<file path="src/rtl/alu_pkg.sv">
// Shared ALU definitions: ALUCtrl operation codes and execution-unit state encoding.
// Imported by the ALU control decoder, the combinational core and the exec unit.
package alu_pkg;

  localparam logic [4:0] ALU_AND = 5'b00000;
  localparam logic [4:0] ALU_OR  = 5'b00001;
  localparam logic [4:0] ALU_ADD = 5'b00010;
  localparam logic [4:0] ALU_SUB = 5'b00110;
  localparam logic [4:0] ALU_SLT = 5'b00111;
  localparam logic [4:0] ALU_NOR = 5'b01000;
  localparam logic [4:0] ALU_XOR = 5'b01001;
  localparam logic [4:0] ALU_SLL = 5'b01010;
  localparam logic [4:0] ALU_SRL = 5'b10000;
  localparam logic [4:0] ALU_SRA = 5'b10001;

  typedef enum logic [1:0] {
    IDLE  = 2'd0,
    SHIFT = 2'd1,
    DONE  = 2'd2
  } alu_state_t;

  function automatic logic is_shift(input logic [4:0] code);
    return (code == ALU_SLL) || (code == ALU_SRL) || (code == ALU_SRA);
  endfunction

endpackage

</file>
<file path="src/rtl/alu_comb_core.sv">
// Single-cycle ALU operations. Shift codes pass operand B through unchanged; this is
// the zero-distance shift result, since multi-bit shifting is sequenced by the exec unit.
module alu_comb_core
  import alu_pkg::*;
#(
  parameter int WIDTH = 32
) (
  input  logic [4:0]       ctrl,
  input  logic             sign,
  input  logic [WIDTH-1:0] a,
  input  logic [WIDTH-1:0] b,
  output logic [WIDTH-1:0] result,
  output logic             overflow,
  output logic             illegal
);

  logic signed [WIDTH-1:0] a_s;
  logic signed [WIDTH-1:0] b_s;
  logic signed [WIDTH-1:0] sum_s;
  logic signed [WIDTH-1:0] diff_s;
  logic                    lt;

  assign a_s    = a;
  assign b_s    = b;
  assign sum_s  = a_s + b_s;
  assign diff_s = a_s - b_s;
  assign lt     = sign ? (a_s < b_s) : (a < b);

  // Signed overflow from operand and result sign bits
  function automatic logic add_ovf(input logic sa, input logic sb, input logic sr);
    return (sa == sb) && (sr != sa);
  endfunction

  function automatic logic sub_ovf(input logic sa, input logic sb, input logic sr);
    return (sa != sb) && (sr != sa);
  endfunction

  always_comb begin
    result   = '0;
    overflow = 1'b0;
    illegal  = 1'b0;
    case (ctrl)
      ALU_AND: result = a & b;
      ALU_OR:  result = a | b;
      ALU_NOR: result = ~(a | b);
      ALU_XOR: result = a ^ b;
      ALU_ADD: begin
        result   = sum_s;
        overflow = sign && add_ovf(a[WIDTH-1], b[WIDTH-1], sum_s[WIDTH-1]);
      end
      ALU_SUB: begin
        result   = diff_s;
        overflow = sign && sub_ovf(a[WIDTH-1], b[WIDTH-1], diff_s[WIDTH-1]);
      end
      ALU_SLT: result = {{(WIDTH-1){1'b0}}, lt};
      ALU_SLL, ALU_SRL, ALU_SRA: result = b;
      default: illegal = 1'b1;
    endcase
  end

endmodule

</file>
<file path="src/rtl/alu_exec_unit.sv">
// ALU execution unit: single-cycle ops via alu_comb_core, shifts one bit per cycle,
// with a valid/ready handshake on both request and result sides.
module alu_exec_unit
  import alu_pkg::*;
#(
  parameter int WIDTH = 32,
  parameter int SHW   = 5
) (
  input  logic             clk,
  input  logic             reset,
  input  logic             in_valid,
  output logic             in_ready,
  input  logic [4:0]       ALUCtrl,
  input  logic             Sign,
  input  logic [WIDTH-1:0] in_a,
  input  logic [WIDTH-1:0] in_b,
  input  logic [SHW-1:0]   shamt,
  output logic             out_valid,
  input  logic             out_ready,
  output logic [WIDTH-1:0] out_result,
  output logic             out_zero,
  output logic             out_overflow,
  output logic             out_illegal
);

  alu_state_t       state, state_nxt;
  logic [4:0]       op_p1;
  logic [WIDTH-1:0] sh_p1;
  logic [SHW-1:0]   cnt_p1;
  logic [WIDTH-1:0] sh_next;
  logic [WIDTH-1:0] core_result;
  logic             core_ovf;
  logic             core_ill;
  logic             accept;
  logic             shift_start;
  logic             shift_last;

  alu_comb_core #(.WIDTH(WIDTH)) u_core (
    .ctrl     (ALUCtrl),
    .sign     (Sign),
    .a        (in_a),
    .b        (in_b),
    .result   (core_result),
    .overflow (core_ovf),
    .illegal  (core_ill)
  );

  assign in_ready    = (state == IDLE);
  assign out_valid   = (state == DONE);
  assign accept      = in_valid && in_ready;
  assign shift_start = accept && is_shift(ALUCtrl) && (shamt != '0);
  assign shift_last  = (state == SHIFT) && (cnt_p1 == SHW'(1));

  always_comb begin
    case (op_p1)
      ALU_SLL: sh_next = {sh_p1[WIDTH-2:0], 1'b0};
      ALU_SRA: sh_next = {sh_p1[WIDTH-1], sh_p1[WIDTH-1:1]};
      default: sh_next = {1'b0, sh_p1[WIDTH-1:1]};
    endcase
  end

  always_comb begin
    state_nxt = state;
    case (state)
      IDLE:    if (accept) state_nxt = shift_start ? SHIFT : DONE;
      SHIFT:   if (shift_last) state_nxt = DONE;
      DONE:    if (out_ready) state_nxt = IDLE;
      default: state_nxt = IDLE;
    endcase
  end

  always_ff @(posedge clk or negedge reset) begin
    if (!reset) begin
      state        <= IDLE;
      cnt_p1       <= '0;
      out_result   <= '0;
      out_zero     <= 1'b0;
      out_overflow <= 1'b0;
      out_illegal  <= 1'b0;
    end else begin
      state <= state_nxt;
      if (shift_start) cnt_p1 <= shamt;
      else if (state == SHIFT) cnt_p1 <= cnt_p1 - SHW'(1);
      // Result registers only load on completion, so they hold throughout DONE
      if (accept && !shift_start) begin
        out_result   <= core_result;
        out_zero     <= (core_result == '0);
        out_overflow <= core_ovf;
        out_illegal  <= core_ill;
      end else if (shift_last) begin
        out_result   <= sh_next;
        out_zero     <= (sh_next == '0);
        out_overflow <= 1'b0;
        out_illegal  <= 1'b0;
      end
    end
  end

  // Shift datapath: loaded on accept, stepped once per cycle in SHIFT
  always_ff @(posedge clk) begin
    if (shift_start) begin
      sh_p1 <= in_b;
      op_p1 <= ALUCtrl;
    end else if (state == SHIFT) begin
      sh_p1 <= sh_next;
    end
  end

endmodule

</file>
<file path="config.mk">
export PLATFORM = sky130hd
export DESIGN_NAME = alu_exec_unit
export DESIGN_NICKNAME = d
export VERILOG_FILES = /design/src/rtl/alu_pkg.sv /design/src/rtl/alu_comb_core.sv /design/src/rtl/alu_exec_unit.sv
export SDC_FILE = /design/constraint.sdc
export NUM_CORES = 1
export LEC_CHECK = 0
export ABC_AREA = 1
export ABC_CLOCK_PERIOD_IN_PS = 3650
export CAP_MARGIN = 20
export CELL_PAD_IN_SITES_DETAIL_PLACEMENT = 1
export CELL_PAD_IN_SITES_GLOBAL_PLACEMENT = 2
export CORE_ASPECT_RATIO = 1.25
export CORE_MARGIN = 3
export CORE_UTILIZATION = 34
export CTS_CLUSTER_SIZE = 14
export DETAILED_ROUTE_END_ITERATION = 6
export GPL_ROUTABILITY_DRIVEN = 0
export GPL_TIMING_DRIVEN = 0
export PLACE_DENSITY_LB_ADDON = 0.1
export REMOVE_ABC_BUFFERS = 1
export SETUP_SLACK_MARGIN = 0.4
export SLEW_MARGIN = 20
export SYNTH_ARGS = -nofsm -noshare
export SYNTH_HDL_FRONTEND = slang
export SYNTH_HIERARCHICAL = 1
export SYNTH_SLANG_ARGS = --single-unit
export TNS_END_PERCENT = 20
</file>
<file path="constraint.sdc">
create_clock -name clk -period 3.65 [get_ports clk]
set_clock_uncertainty 0.05 [all_clocks]
set_input_delay 0.73 -clock clk [delete_from_list [all_inputs] [get_ports clk]]
set_output_delay 0.73 -clock clk [all_outputs]
set_load 0.01 [all_outputs]
</file>
Yosys cells after proc, flatten, opt, wreduce, memory -nomap -nowiden
Cells that the tools add are included.
- register bits: 79
- bits of input ports: 79
- output and inout bits: 37
- word-level logic and storage cells: 81
- add/subtract/negate cells: 3
- magnitude comparators: 2
- eq/ne operators: 21
- muxes and demuxes: 21
- bitwise gates (word level): 4
- reductions and logical operators: 22
- operators with widths (operator ; number):
    $pmux W32 S8 ; 1
    $mux W32 ; 4
    $logic_not A32 Y1 ; 2
    $lt A32 B32 Y1 ; 2
    $pmux W32 S2 ; 1
    $add A32 B32 Y32 ; 1
    $and A32 B32 Y32 ; 1
    $not A32 Y32 ; 1
    $or A32 B32 Y32 ; 1
    $sub A32 B32 Y32 ; 1
    $xor A32 B32 Y32 ; 1
    $eq A5 B4 Y1 const B ; 4
    $eq A5 B5 Y1 const B ; 3
    $eq A5 B1 Y1 const B ; 2
    $eq A5 B3 Y1 const B ; 2
    $mux W5 ; 2
    $reduce_or A10 Y1 ; 1
    $logic_and A1 B1 Y1 ; 9
    $mux W2 ; 4
    $mux W1 ; 7
    $pmux W2 S3 ; 1
    $eq A5 B2 Y1 const B ; 1
    $logic_not A5 Y1 ; 1
    $reduce_bool A5 Y1 ; 1
    14 further kinds ; 19

Longest topological paths before layout
Gate-level depths: netlist of the first run.
- depth after elaboration: 8
- mapped depth: 22
- depth with buffers taken out: 22

Modules after synthesis
The synthesis of the first run kept the hierarchy.
- modules (own cells, without submodules) (module ; times used ; cells each ; area each (um2) ; seq. area each (um2)):
    alu_comb_core ; 1 ; 1196 ; 6296.0 ; 0.0
    alu_exec_unit ; 1 ; 516 ; 4290.4 ; 2162.1

Worst setup path after synthesis of the first run
OpenSTA, ideal clock, no wires.
- kind: input port to flip-flop
- start: input port in_a[0]
- end: register out_zero
- arrival: 2.867 ns
- required time: 3.535 ns
- setup slack: 0.669 ns
- stages on the path: 21
- cell sequence: inv_1 -> ha_1 -> fa_1 -> or2_1 -> o21ai_2 -> nand2_1 -> nand2_2 -> nand2_2 -> nand2_2 -> nand2_1 -> nand3_1 -> nand2_1 -> nand3_1 -> nand3_1 -> nor2_1 -> nand2_1 -> nor2_1 -> nand4_1 -> o21ai_0 -> inv_1 -> nand2_1
- elaborated cells between the ends (all ways): 12
- those cells by class: add/sub (2); order compare (2); mux (3); bitwise (4); reduce/logical (1)
- RTL lines (item ; line ; text):
    from (decl) ; alu_exec_unit.sv:15 ; input logic [WIDTH-1:0] in_a,
    $sub A32 B32 Y32 or $add A32 B32 Y32 (tied branches) ; alu_comb_core.sv:26, alu_comb_core.sv:25 ;
    $pmux W32 S8 (*) ; alu_comb_core.sv:42 ; case (ctrl)
    net core_result[26] ; alu_exec_unit.sv:31 ; logic [WIDTH-1:0] core_result;
    $logic_not A32 Y1 (*) ; alu_exec_unit.sv:87 ; out_zero <= (core_result == '0);
    $mux W1 (*) ; alu_exec_unit.sv:85 ; if (accept && !shift_start) begin
    to (signal assigned) ; alu_exec_unit.sv:87 ;
    to (signal assigned) ; alu_exec_unit.sv:92 ; out_zero <= (sh_next == '0);
    to (decl) ; alu_exec_unit.sv:21 ; output logic out_zero,
The timed path passes the listed nets; every way through them passes the cells marked *.
A chain may end at the register's enable or synchronous reset.

Final worst setup path of the first run
- start: input port ALUCtrl[0]
- end: register out_zero
- elaborated cells between the ends (all ways): 21
- those cells by class: eq/ne (9); mux (2); reduce/logical (10)
- RTL lines (item ; line ; text):
    from (decl) ; alu_exec_unit.sv:13 ; input logic [4:0] ALUCtrl,
    $eq A5 B4 Y1 or $eq A5 B5 Y1 (tied branches) ; alu_comb_core.sv:42 ;
    $reduce_or A3 Y1 ; alu_comb_core.sv:42 ;
    $pmux W32 S8 (*) ; alu_comb_core.sv:42 ;
    net core_result[24] ; alu_exec_unit.sv:31 ;
    $logic_not A32 Y1 (*) ; alu_exec_unit.sv:87 ;
    $mux W1 (*) ; alu_exec_unit.sv:85 ;
Marks and branches as above.

==> metrics.md, run 1 <==
| Metric | Value |
|---|---|
| Outcome | `finished, final reports clean` |
| Largest net degree at the start of global routing | `53` |
| Hold Path Class | `input port to asynchronous set/reset pin` |
| Min Tclk post-route | `3.28 ns` |
| Leakage power | `6.93 nW` |
| CP Capture Type | `register` |
| Drt wl/cell | `22.3 um` |
| Root buf cell | `clkbuf_16` |
| Final net count | `2,051` |
| IO Port Bufs | `115` |
| Die area | `0.0333 mm2` |
| Fmax | `305 MHz` |
| Die Y | `203 um` |
| Sequential-to-total area share from yosys stat | `20.4%` |
| Max cap viols | `0` |
| Power Density | `343 mW/mm2` |
| GRT overflow | `0` |
| CTS tree | `done` |
| Power Total | `5.07 mW` |
| Cell count after synthesis | `1,712` |
| IO Pins | `116` |
| Setup violations, final | `0` |
| Crit Path Max Fanout | `13` |
| DRC | `0` |
| Number of diodes | `0` |
| Fin. Hold Viols | `0` |
| # placed instances | `2,169` |
| R2R setup slack | `1.06 ns` |
| CTS sink cnt | `79` |
| ANT nets after route | `0` |
| Slew HR | `53.3%` |
| Drt pass-1 iters | `5` |
| Site Rows | `71` |
| Tcrit/Tclk final | `89.8%` |
| Clock-pin transition on the worst setup and hold timing paths | `0.06 ns` |
| Worst-margin pin slew | `0.699 ns` |
| VDD IR max | `245 uV` |
| Core area | `0.0304 mm2` |
| Synth Register Bits | `79` |
| Share of layout cells above drive strength 1 | `26.8%` |
| Max-slew violations | `0` |
| Unrepaired setup endpoints after global routing | `yes` |
| GRT Util Overall | `29.0%` |
| Finished Layout Cells | `2,277` |
| Syn Std Cell Area | `0.0106 mm2` |
| Layout overhead on the synthesized area | `39.5%` |
| Effective utilization at floorplan | `34.8%` |
| First-pass GRT wire length | `73,900 um` |
| Vias/cell | `5.61` |
| Vias | `12,800` |
| Synth cell types | `57` |
| Synth warnings | `6` |
| Die width | `164 um` |
| Hold Buf Count CTS | `0` |
| CTS Buffer Depth | `2` |
| Crit start category | `input port` |
| CTS buffer count | `9` |
| Worst skew pair latency | `0.34 ns` |
| H-Tree Depth | `3` |
| Syn Area/Cell | `6.18 um2` |
| TNS Setup | `0 ns` |
| Critical path class | `input port to register` |
| Worst Path Arrival | `3.51 ns` |
| Placed wire-length estimate | `37,500 um` |
| Number of DRC markers in iteration 0 | `736` |
| WL final | `50,800 um` |
| CP required | `3.88 ns` |
| Vias in the first global route | `12,900` |
| Initial antenna violation count | `0` |
[Yosys cell counts (all sizes together)]
cell	n	area [um2]
a211oi	22	165
inv	285	1070
nand2	476	1830
clkinv	1	3.75
a21oi	83	434
o21ai	99	503
nand3b	2	15.0
xnor2	1	8.76
mux2	1	11.3
xor2	3	26.3
and3	2	12.5
dfrtp	42	1050
o22ai	43	269
fa	2	40.0
o21a	4	30.0
a2111o	1	11.3
edfxtp	37	1110
a32oi	1	8.76
a31oi	3	18.8
ha	99	1240
nand4	21	146
clkbuf	13	51.3
o21bai	11	82.6
o211ai	7	77.6
a21boi	1	7.51
o2111ai	7	61.3
o221ai	24	210
nor4	3	18.8
o31ai	1	7.51
nor3	18	100
nand3	173	883
and2	2	12.5
or2	3	18.8
a221oi	8	70.1
nor2	162	663
buf	51	318
[flip-flops by register name, indices dropped and copies added (netlist names)]
name / cells
cnt_p1: 5
op_p1: 5
out_illegal: 1
out_overflow: 1
out_result: 32
out_zero: 1
sh_p1: 32
state: 2
[placed cells by master, fill, tap and decap left out, types with 31 or more instances in the layout]
cell type	count
nor2_2	43
dfrtp_1	42
nand2_2	60
o21ai_0	68
o22ai_1	43
inv_1	230
nor2_1	95
ha_4	31
buf_4	82
edfxtp_1	37
nand2_1	394
nand3_1	140
ha_1	67
a21oi_2	32
inv_2	39
a21oi_1	40
clkdlybuf4s50_1	50
[per-stage QoR]
step           utilization, %  worst slack (ns)  area [um2]  hold slack [ns]
2_1_floorplan               -             0.657       10200            0.384
3_3_place_gp             39.1             -1.12       11900            0.404
3_5_place_dp             39.5             -1.21       12000            0.416
4_1_cts                  45.4             0.401       13800            0.268
5_1_grt                  48.6             0.264       14800            0.283
6_report                 48.6             0.373       14800            0.269
[per-layer routing]
metal / part of all wire (%) / wire length (um) / GRT usage (%)
met1: 43 / 21800 / 37.3
met2: 49 / 24800 / 49.9
met3: 4.1 / 2080 / 2.23
met4: 4.1 / 2100 / 12.3
met5: 0 / 0 / 0
[layout make-up]
type / instances / area [um2]
clock buffer: 14 / 285
clock inverter: 2 / 35.0
fill: 3899 / 15600
inverter: 286 / 1140
multi-input combinational: 1283 / 8670
sequential: 79 / 2160
tap: 401 / 502
timing repair buffer: 208 / 1940
timing repair inverter: 4 / 32.5
[timing repair]
item / 4_1_cts / 5_1_grt
resized for setup: 362 / 222
gates cloned: 3 / 1
buffers inserted: 49 / 39
setup endpoints to repair: 32 / 32
pin swaps: 58 / 95
[final timing paths]
path                        startpoint              to  depth (start not counted)
max                         ALUCtrl[0]        out_zero                         16
min                              reset  out_result[11]                          1
max reg2reg                   state[1]        out_zero                         11
min reg2reg                out_illegal     out_illegal                          2
max in group asynchronous        reset        state[0]                          2
min in group clk           out_illegal     out_illegal                          2
[worst max-delay path, stage by stage]
cell	delay, ns
clkdlybuf4s50_1	0.66
nor3_4	0.07
buf_12	0.16
nand2_1	0.10
nand2_4	0.18
inv_8	0.21
o22ai_1	0.11
a211oi_2	0.31
nand3_2	0.20
nor2_1	0.15
nand2_2	0.08
nor2_4	0.14
nand4_1	0.13
o21ai_1	0.14
inv_1	0.05
nand2_1	0.06
[logic make-up (layout without fill, tap and decap cells)]
group | after synthesis | in the layout | synth area share [%]
and+or+nand+nor | 862 | 862 | 34.9
buffers and inverters | 350 | 514 | 13.7
adders and majority gates | 101 | 101 | 12.1
muxes | 1 | 1 | 0.106
AOI/OAI and AO/OA | 315 | 315 | 18.5
DFF | 79 | 79 | 20.4
xor gates and xnor gates | 4 | 4 | 0.331
[power breakdown]
group	switching (mW)	total [mW]	internal, mW
clock	0.362	0.971	0.608
sequential	0.148	1.38	1.23
combinational	1.64	2.73	1.08
total	2.15	5.07	2.92
Power figures use the tool's default switching activity.
==> run 2, diff against run 1 <==
Settings changed: CTS_CLUSTER_DIAMETER set to 40.
==> results of run 2 <==
Final layout, timing and power as in run 1 (identical DEF).
==> run 3, diff against run 2 <==
Settings changed: GPL_TIMING_DRIVEN 0 to unset, PLACE_DENSITY_LB_ADDON 0.1 to 0.08.
==> run 3 against run 2 <==
Die area unchanged. First-iteration DRC count increased by 30%. Non-clock buffer count increased by 341. Sequential share of layout area decreased by 2.4 points. Combinational power increased by 21%. Via count increased by 13%. Total power increased by 10%. Final cell count increased by 15%. Count of clock-buffer cells in the layout decreased by 1. Global-route usage increased by 2.7 points. Core utilization increased by 9.8 points. Critical path type unchanged. Critical endpoint unchanged. Largest cell class unchanged. Largest power group unchanged. Highest routed layer unchanged.
==> metrics.md, run 3 (synthesis results as in run 1) <==
| Metric | Value |
|---|---|
| DRC | `0 (unchanged)` |
| Fin. Hold Viols | `0 (unchanged)` |
| Root buf cell | `clkbuf_16` |
| Die area | `0.0333 mm2 (unchanged)` |
| Worst path slowest cell | `dlygate4sd2_1` |
| First-pass GRT wire length | `81,800 um (+11%)` |
| CTS sink cnt | `79 (unchanged)` |
| TNS Setup | `0 ns (unchanged)` |
| Layout overhead on the synthesized area | `67.5%` |
| Post-route cell area | `0.0177 mm2 (+20%)` |
| CTS tree | `done` |
| Final WS setup | `0.419 ns (+0.0464 ns)` |
| Largest regs | `out_result x32, sh_p1 x32` |
| Number of diodes | `0 (unchanged)` |
| Crit-path cells | `dlygate4sd2_1 > buf_4 > ha_1 > inv_1 > nand3_1 > a21oi_1 > buf_4 > inv_1 > nand2_1 > nand2_1 > nand2_1 > o21ai_0 > inv_1 > o211ai_1 > inv_1 > nand4_1 > nor2_2 > nand4_1 > o21ai_1 > inv_1 > nand2_1` |
| Leakage power | `8.74 nW (+26%)` |
| Max cap viols | `0 (unchanged)` |
| Share of layout cells above drive strength 1 | `41.8% (+15 points)` |
| Most frequent CP cell | `inv_1` |
| Min Tclk post-route | `3.23 ns (-0.0464 ns)` |
| Effective utilization at floorplan | `34.8% (unchanged)` |
| CTS buffer count | `9 (unchanged)` |
| Tcrit/Tclk final | `88.5% (-1.3 points)` |
| Setup violations, final | `0 (unchanged)` |
| Site Rows | `71 (unchanged)` |
| ANT nets after route | `0 (unchanged)` |
| Placed Area | `0.0148 mm2 (+24%)` |
| Vias/cell | `5.51 (-1.8%)` |
| Commonest non-fill, non-tap cell in the layout | `buf_4` |
| Unrepaired setup endpoints after global routing | `no` |
| Drt pass-1 iters | `6 (+1)` |
| GRT overflow | `0 (unchanged)` |
| Power Density | `316 mW/mm2 (-8.0%)` |
| IO Pins | `116 (unchanged)` |
| WL final | `57,000 um (+12%)` |
| CP Capture Type | `register` |
| VDD IR max | `394 uV (+61%)` |
| Outcome | `finished, final reports clean` |
| Fmax | `310 MHz (+1.4%)` |
| Critical path class | `input port to register` |
| IO Port Bufs | `115 (unchanged)` |
| CP required | `3.88 ns (about the same)` |
| Clock-pin transition on the worst setup and hold timing paths | `0.06 ns (about the same)` |
| Placed wire-length estimate | `43,000 um (+14%)` |
| Largest net degree at the start of global routing | `62 (+17%)` |
| Die width | `164 um (unchanged)` |
| Crit Path Max Fanout | `3 (-10)` |
| Commonest cells after routing, fill and taps aside | `394 x buf_4, 363 x nand2_1, 191 x inv_1` |
| CTS Buffer Depth | `2 (unchanged)` |
| Vias in the first global route | `14,800 (+14%)` |
| DP Worst Slack | `-0.517 ns (+0.689 ns)` |
| Core area | `0.0304 mm2 (unchanged)` |
| Worst-margin pin slew | `0.724 ns (+0.0242 ns)` |
| Drt wl/cell | `21.8 um (-2.3%)` |
| Final net count | `2,388 (+16%)` |
| Worst skew pair latency | `0.34 ns (about the same)` |
| Vias | `14,400 (+13%)` |
| Number of DRC markers in iteration 0 | `957 (+30%)` |
| H-Tree Depth | `3 (unchanged)` |
| Hold Path Class | `input port to asynchronous set/reset pin` |
| Slew HR | `51.8% (-1.5 points)` |
| Critical Path Max Stage Delay | `0.28 ns (-0.38 ns)` |
| Worst Path Arrival | `3.46 ns (-0.05 ns)` |
| Initial antenna violation count | `1 (+1)` |
| GRT Util Overall | `31.7% (+2.7 points)` |
| Die Y | `203 um (unchanged)` |
| Max-slew violations | `0 (unchanged)` |
| Crit start category | `input port` |
==> run 3: worst paths after layout <==
check / start / end / slack (ns) / depth (start not counted)
min in group clk: out_illegal / out_illegal / 0.42 / 2
setup / recovery: in_b[2] / out_zero / 0.42 / 21
hold / removal: reset / out_result[3] / 0.35 / 1
max in group asynchronous: reset / out_overflow / 2.77 / 1
hold reg to reg: out_illegal / out_illegal / 0.42 / 2
setup reg to reg: op_p1[0] / out_zero / 1.18 / 9
==> run 3: routing by layer <==
metal / track usage, % / vias to the layer above / part of all wire (%)
li1: - / 6639 / -
met1: 40.7 / 7065 / 42
met2: 54.6 / 539 / 48
met3: 2.46 / 170 / 4.8
met4: 13.1 / 0 / 5.3
met5: 0 / - / 0
==> run 3: what timing repair did <==
action | 4_1_cts | 5_1_grt
hold buffers | 0 | 0
setup buffers | 23 | 32
resized for setup | 280 | 377
pin swaps | 54 | 129
endpoints found under the setup margin | 20 | 9
==> run 3: layout make-up <==
class / count / area [um2]
inverter: 286 / 1090
sequential: 79 / 2160
multi-input combinational: 1283 / 8960
clock buffer: 13 / 292
tap: 401 / 502
clock inverter: 3 / 20.0
timing repair buffer: 549 / 4700
fill: 3888 / 12600
==> run 3: critical path, delay by kind of cell <==
family / cells / cell delay, ns
AO/OA/AOI/OAI: 4 / 0.50
AND/OR/NAND/NOR: 8 / 1.02
buffers and inverters: 8 / 1.01
adder cells (fa/ha/maj): 1 / 0.19
==> run 3: report_power, final <==
part | leakage (nW) | internal [mW] | total [mW] | switching [mW]
clock | 0.158 | 0.561 | 0.939 | 0.379
combinational | 7.69 | 1.45 | 3.29 | 1.84
sequential | 0.888 | 1.23 | 1.37 | 0.143
total | 8.74 | 3.24 | 5.60 | 2.36
==> run 3: per-stage QoR <==
step	util, %	power [mW]	cells	hold WS, ns
after global routing	58.4	5.91	2614	0.391
after global placement	48.8	4.04	2543	0.406
after floorplan	-	2.62	1648	0.384
final	58.4	5.60	2614	0.352
after detailed placement	48.8	4.11	2543	0.412
after CTS	53.5	5.28	2582	0.426
